==> src/rtl/dmux_pkg.sv <==
// dmux_pkg
// Shared definitions for the dmux_stream demultiplexer slice.
//   CHAN_MAX      : largest channel count the demux is meant to be built with
//   DEFAULT_WIDTH : default datapath width in bits
//   word_t        : one 16-bit datapath word
//   sel_in_range  : true when a select value addresses an existing channel
package dmux_pkg;

  localparam int CHAN_MAX      = 16;
  localparam int DEFAULT_WIDTH = 16;

  typedef logic [15:0] word_t;

  // A select is only meaningful when it names a built channel. With a
  // non-power-of-two channel count the select field can encode indices
  // that have no slot behind them.
  function automatic logic sel_in_range(input int unsigned sel,
                                        input int unsigned channels);
    return sel < channels;
  endfunction

endpackage

==> src/rtl/dmux_slot.sv <==
// dmux_slot
// One-entry registered output buffer for a single demux channel.
// Ports:
//   clk       : rising-edge clock
//   rst_n     : synchronous active-low reset, empties the buffer and zeroes data
//   load      : write load_data into the buffer this cycle (only when can_take)
//   load_data : word to store
//   out_valid : buffer holds a word
//   out_ready : sink takes the held word this cycle
//   out_data  : held word, kept after the word drains
//   can_take  : buffer is empty or is being drained, so a load is safe
module dmux_slot
  import dmux_pkg::*;
#(
  parameter int WIDTH = DEFAULT_WIDTH
) (
  input  logic             clk,
  input  logic             rst_n,
  input  logic             load,
  input  logic [WIDTH-1:0] load_data,
  output logic             out_valid,
  input  logic             out_ready,
  output logic [WIDTH-1:0] out_data,
  output logic             can_take
);

  logic             r_valid;
  logic [WIDTH-1:0] r_data;

  // A load wins over a drain so that a word leaving and a word arriving
  // in the same cycle keep the buffer full; this is what lets a
  // continuously ready sink run at one word per cycle.
  always_ff @(posedge clk) begin
    if (!rst_n) begin
      r_valid <= 1'b0;
      r_data  <= '0;
    end else if (load) begin
      r_valid <= 1'b1;
      r_data  <= load_data;
    end else if (out_ready) begin
      r_valid <= 1'b0;
    end
  end

  assign can_take  = !r_valid || out_ready;
  assign out_valid = r_valid;
  assign out_data  = r_data;

endmodule

==> src/rtl/dmux_stream.sv <==
// dmux_stream
// Parametrised 1:N stream demultiplexer with valid/ready handshakes, one
// registered buffer per channel, out-of-range select detection and a
// saturating drop counter.
// Ports:
//   clk, rst_n : rising-edge clock, synchronous active-low reset
//   in_valid   : input word present
//   in_ready   : input word accepted this cycle when in_valid && in_ready
//   in_data    : input word
//   in_sel     : destination channel index
//   in_bcast   : (DMUX_BCAST_EN builds only) load the word into every channel
//   out_valid  : per-channel word present
//   out_ready  : per-channel sink ready
//   out_data   : packed, channel k at [k*WIDTH +: WIDTH]
//   err_pulse  : one-cycle pulse after an out-of-range word is dropped
//   err_cnt    : saturating count of dropped words
// Build option: define DMUX_BCAST_EN to add the in_bcast port. Without it
// the design behaves as if in_bcast were tied low.
module dmux_stream
  import dmux_pkg::*;
#(
  parameter  int WIDTH    = DEFAULT_WIDTH,
  parameter  int CHANNELS = 4,
  parameter  int ERR_W    = 8,
  localparam int SEL_W    = $clog2(CHANNELS)
) (
  input  logic                      clk,
  input  logic                      rst_n,
  input  logic                      in_valid,
  output logic                      in_ready,
  input  logic [WIDTH-1:0]          in_data,
  input  logic [SEL_W-1:0]          in_sel,
`ifdef DMUX_BCAST_EN
  input  logic                      in_bcast,
`endif
  output logic [CHANNELS-1:0]       out_valid,
  input  logic [CHANNELS-1:0]       out_ready,
  output logic [CHANNELS*WIDTH-1:0] out_data,
  output logic                      err_pulse,
  output logic [ERR_W-1:0]          err_cnt
);

  logic                w_bcast;
  logic                w_selInRange;
  logic                w_selReady;
  logic                w_accept;
  logic                w_drop;
  logic [CHANNELS-1:0] w_selHit;
  logic [CHANNELS-1:0] w_canTake;
  logic [CHANNELS-1:0] w_load;
  logic                r_errPulse;
  logic [ERR_W-1:0]    r_errCnt;

`ifdef DMUX_BCAST_EN
  assign w_bcast = in_bcast;
`else
  assign w_bcast = 1'b0;
`endif

  assign w_selInRange = sel_in_range(32'(in_sel), 32'(CHANNELS));

  // Decode the select into a one-hot channel hit and pick that channel's
  // readiness. A select with no channel behind it matches nothing, leaves
  // the ready at 1 and so is always accepted (and then dropped).
  always_comb begin
    w_selReady = 1'b1;
    w_selHit   = '0;
    for (int k = 0; k < CHANNELS; k++) begin
      if (in_sel == SEL_W'(k)) begin
        w_selReady  = w_canTake[k];
        w_selHit[k] = 1'b1;
      end
    end
  end

  // A broadcast must land in every channel at once, so it waits until all
  // of them can take a word.
  assign in_ready = w_bcast ? (&w_canTake) : w_selReady;
  assign w_accept = in_valid && in_ready;
  assign w_load   = w_accept ? (w_bcast ? {CHANNELS{1'b1}} : w_selHit)
                             : {CHANNELS{1'b0}};
  assign w_drop   = w_accept && !w_bcast && !w_selInRange;

  for (genvar k = 0; k < CHANNELS; k++) begin : gSlot
    dmux_slot #(
      .WIDTH(WIDTH)
    ) uSlot (
      .clk      (clk),
      .rst_n    (rst_n),
      .load     (w_load[k]),
      .load_data(in_data),
      .out_valid(out_valid[k]),
      .out_ready(out_ready[k]),
      .out_data (out_data[k*WIDTH +: WIDTH]),
      .can_take (w_canTake[k])
    );
  end

  // Dropped words raise a single-cycle pulse and bump a counter that
  // sticks at all-ones instead of wrapping back to a small value.
  always_ff @(posedge clk) begin
    if (!rst_n) begin
      r_errPulse <= 1'b0;
      r_errCnt   <= '0;
    end else begin
      r_errPulse <= w_drop;
      if (w_drop && (r_errCnt != {ERR_W{1'b1}})) begin
        r_errCnt <= r_errCnt + ERR_W'(1);
      end
    end
  end

  assign err_pulse = r_errPulse;
  assign err_cnt   = r_errCnt;

endmodule
==> config.mk <==
export PLATFORM = sky130hd
export DESIGN_NAME = dmux_stream
export DESIGN_NICKNAME = d
export VERILOG_FILES = /design/src/rtl/dmux_pkg.sv /design/src/rtl/dmux_slot.sv /design/src/rtl/dmux_stream.sv
export SDC_FILE = /design/constraint.sdc
export NUM_CORES = 1
export LEC_CHECK = 0
export CAP_MARGIN = 20
export CORE_ASPECT_RATIO = 0.75
export CORE_MARGIN = 3
export CORE_UTILIZATION = 35
export DETAILED_ROUTE_END_ITERATION = 12
export GPL_TIMING_DRIVEN = 0
export PLACE_DENSITY = 0.66
export SLEW_MARGIN = 20
export SYNTH_ARGS = -nofsm -noshare
export SYNTH_HDL_FRONTEND = slang
export SYNTH_SLANG_ARGS = --single-unit
==> constraint.sdc <==
create_clock -name clk -period 1.8 [get_ports clk]
set_input_delay 0.27 -clock clk [delete_from_list [all_inputs] [get_ports clk]]
set_output_delay 0.27 -clock clk [all_outputs]
set_load 0.05 [all_outputs]
After elaboration in Yosys (flattened, before gate mapping)
Index checks and enable logic that the tools add are counted.
Cells by class
  reductions and logical operators: 14
  eq/ne operators: 3
  mux-type cells: 17
Operators by type and width (count)
  $mux W1: 16
  $reduce_bool A2 Y1: 4
  $eq A2 B2 Y1 const B: 2
  $logic_not A1 Y1: 4
  $logic_or A1 B1 Y1: 4
  $mux W4: 1
  $eq A2 B1 Y1 const B: 1
  $logic_not A2 Y1: 1
  $logic_and A1 B1 Y1: 1
Storage, ports and cells
  flip-flop bits (word level): 68
  output and inout bits: 78

Longest topological paths before layout
  depth after elaboration: 9
  mapped depth: 5

By module
From an unflattened synthesis, not the netlist that was laid out.
Unflattened totals
  cells, all modules: 235
  area, all modules: 2751.4 um^2
By module, submodules not included
  dmux_slot: area each 653.1 um^2, cells each 55, instances 4
  dmux_stream: area each 138.9 um^2, cells each 15, instances 1

Worst setup path before layout
Ideal clock, no wire load.
  kind: in2out
  start: input out_ready[0]
  end: output in_ready
  data required time: 1.530 ns
  arrival: 1.154 ns
  stages on the path: 2
  slack: 0.376 ns
  path buffers: 0
  cell sequence: nand2b_1 mux4_1
On the way
  cells in the longest elaborated chain, start to end: 5
Ends and longest elaborated chain
  from (decl): RTL line dmux_stream.sv:37  | input logic [CHANNELS-1:0] out_ready,
  $logic_or A1 B1 Y1: RTL line dmux_slot.sv:45  | assign can_take = !r_valid || out_ready;
  $mux W1 (4 in series): RTL line dmux_stream.sv:69  | if (in_sel == SEL_W'(k)) begin
  to (decl): RTL line dmux_stream.sv:30  | output logic in_ready,
No other way between the ends.

Worst setup path in the final report
  start: input out_ready[1]
  end: output in_ready
On the way
  cells in the longest elaborated chain, start to end: 4
Ends and longest elaborated chain (RTL line)
  $logic_or A1 B1 Y1: dmux_slot.sv:45
  $mux W1 (3 in series): dmux_stream.sv:69
No other way between the ends.

==> impl_metrics.json <==
{
  "numCtsBuffers": 9,
  "htreeDepth": 3,
  "async_flop_share_pct": 0,
  "io_buffers": 92,
  "postCtsHoldBufs": 0,
  "grt_overflow": 0,
  "grt_pass1_wl_mm": 11.2,
  "crit_fanout": 2,
  "final_hold_viol_count": 0,
  "drive_gt1_share_pct": 11.7,
  "worst_pin_slew_ns": 0.580,
  "p_int_uw": 2410,
  "wirelength_mm": 7.35,
  "layout.nets": 397,
  "postSynthCellCount": 261,
  "dieArea_um2": 8770,
  "place_congestion": 0.801,
  "viasPerCell": 4.50,
  "criticalPathCategory": "primary input to output port",
  "synth_mux_area_share_pct": 24.8,
  "setup_viol": 0,
  "synth-edff-count": 0,
  "synth_compound_area_share_pct": 1.12,
  "routedWlPerCell_um": 15.5,
  "die_w_um": 107,
  "postSynthAreaPerCell_um2": 10.3,
  "yosysSeqAreaShare_pct": 50.7,
  "p_clk_share_pct": 36.2,
  "yosys.area_share.adder_pct": 0,
  "cts_sinks": 68,
  "worst_slack_ns": 0.0327,
  "fin_crit_sh_pct": 98.2,
  "firstDrtPassIters": 4,
  "slew_violations": 0,
  "path_clk_slew_ns": 0.07,
  "groute.usage.overall_pct": 16.8,
  "io_pins": 103,
  "arrival_ns": 1.50,
  "antenna_cells": 0,
  "rows": 26,
  "clk_path_buf_depth": 2,
  "finClkSkew_ns": 0.00786,
  "drtIter0Drc": 46,
  "post_cts.repair.setup_buffers": 0,
  "fmax_ghz": 0.566,
  "switching_share_pct": 29.5,
  "switchingPower_uw": 1010,
  "antenna_found_initial": 0,
  "period_needed_ns": 1.77,
  "critPathRequiredTime_ns": 1.53,
  "worst_setup_path_end_kind": "output port",
  "final_cell_mix": "nand2_1 (80), dfxtp_1 (68), mux2i_1 (64)",
  "powerDensity_nw_per_um2": 842,
  "slowest_delay_ns": 0.48,
  "drc": 0,
  "start_util_pct": 37.7,
  "path_cells": "clkdlybuf4s50_1 > nand2b_1 > mux4_2 > buf_8",
  "root_buffer": "clkbuf_8",
  "synth_top_family_by_area": "multiplexers",
  "fin_util_pct": 57.0,
  "p_leak_uw": 0.00232,
  "status": "finished clean",
  "maxCapViolations": 0,
  "clock_latency_ns": 0.34,
  "p_comb_share_pct": 17.5,
  "via_count": 2137,
  "crit_start": "out_ready[1]",
  "yosysUniqueCellTypes": 22,
  "areaGrowthSynthToFinish_pct": 51.4,
  "final_antenna_net_count": 0,
  "start_kind": "primary input",
  "ys_ff_latch": 68,
  "r2r_slack_ns": 0.31,
  "r2r-end": "gSlot[1].uSlot.out_data[6]$_SDFFE_PN0P_",
  "nFillCells": 637,
  "core_area_um2": 7120,
  "place_ws_ns": -0.634,
  "synth_xor_area_share_pct": 0,
  "irDropWorstVdd_uv": 386,
  "hold_depth": 3,
  "maxSlewHeadroom_pct": 61.2,
  "grt_pass1_vias": 2103,
  "synth_flop_cell": "dfxtp_1",
  "r2r_cells": 4,
  "r2r-start": "gSlot[1].uSlot.out_valid$_SDFFE_PN0P_",
  "slowest_stage": "mux4_2",
  "netlist_area_um2": 2680,
  "p_seq_share_pct": 46.3,
  "yosys_warnings": 0,
  "fin_setup_tns_ns": 0,
  "final_common_cell": "nand2_1",
  "min_to": "gSlot[0].uSlot.out_valid$_SDFFE_PN0P_",
  "post-dp-hpwl_mm": 5.22,
  "hp-start": "out_ready[0]",
  "tritoncts": "done",
  "synth_simple_gate_area_share_pct": 15.2,
  "grt_max_degree": 13,
  "die_h_um": 81.8,
  "hp-class": "primary input to flip-flop"
}
[state kept, by name (all words and copies together) (netlist names)]
| signal | cells |
|---|---|
| gSlot.uSlot.out_data | 64 |
| gSlot.uSlot.out_valid | 4 |
[cell usage after synthesis, types with 2 or more instances]
library cell	n	share of area, %
a21boi_0	2	0.56
buf_1	4	0.56
buf_12	2	1.5
buf_4	15	4.2
clkbuf_1	4	0.56
dfxtp_1	68	51
mux2i_1	64	24
nand2_1	80	11
nand2_2	2	0.47
nand2b_1	4	0.93
nor2b_1	4	0.93
o21a_1	2	0.56
[power by group through the flow]
stage	clock [uW]	sequential, uW	combinational (uW)
CTS	1260	1590	602
floorplan	0	1790	222
finish	1240	1590	598
global placement	0	1620	600
global route	1320	1590	630
detailed placement	0	1620	604
[cell type report]
type | instances | area (um^2) | area share (%)
sequential | 68 | 1360 | 33.5
multi-input combinational | 173 | 1160 | 28.5
timing repair buffer | 92 | 1020 | 25.0
buffer | 28 | 214 | 5.26
clock buffer | 10 | 128 | 3.14
tap | 98 | 123 | 3.02
clock inverter | 6 | 65.1 | 1.60
[through the flow]
step                      power (uW)  instances  area, um^2  hold slack (ns)
after floorplan                 2010        269        2710            0.452
after global placement          2220        459        3760            0.442
after detailed placement        2220        459        3760            0.447
after CTS                       3450        475        3940            0.376
after global routing            3540        475        4060            0.313
final                           3420        475        4060            0.306
[timing repair]
action,4_1_cts,5_1_grt
pin swaps,0,0
hold endpoints to repair,0,0
endpoints found under the setup margin,10,41
gates cloned,0,0
resized for setup,19,44
[how the worst max path moves through the flow]
stage / to / cells after the start / slack, ns
5_1_grt: out_data[34] / 1 / -0.002
3_5_place_dp: in_ready / 3 / -0.63
6_report: in_ready / 4 / 0.03
4_1_cts: out_data[39] / 1 / 0.002
3_3_place_gp: in_ready / 3 / -0.60
2_1_floorplan: in_ready / 2 / 0.38
[cells by family after synthesis]
group                  after synthesis
muxes                               65
and+or+nand+nor                     95
DFF                                 68
AOI/OAI and AO/OA                    4
other                                1
buffers and inverters               28
[worst max-delay path, delay by kind of cell]
kind / cells / cell delay, ns
and+or+nand+nor: 1 / 0.15
buffers and inverters: 2 / 0.59
muxes: 1 / 0.48
[layer usage]
metal,up-vias,share of wire (%),global-route usage (%)
met5,-,0,0
met4,0,1.1,4.98
met3,12,6.5,5.50
met2,69,44,24.8
met1,991,49,23.4
li1,1065,-,-
No activity file was read; power rests on OpenSTA's default activity.
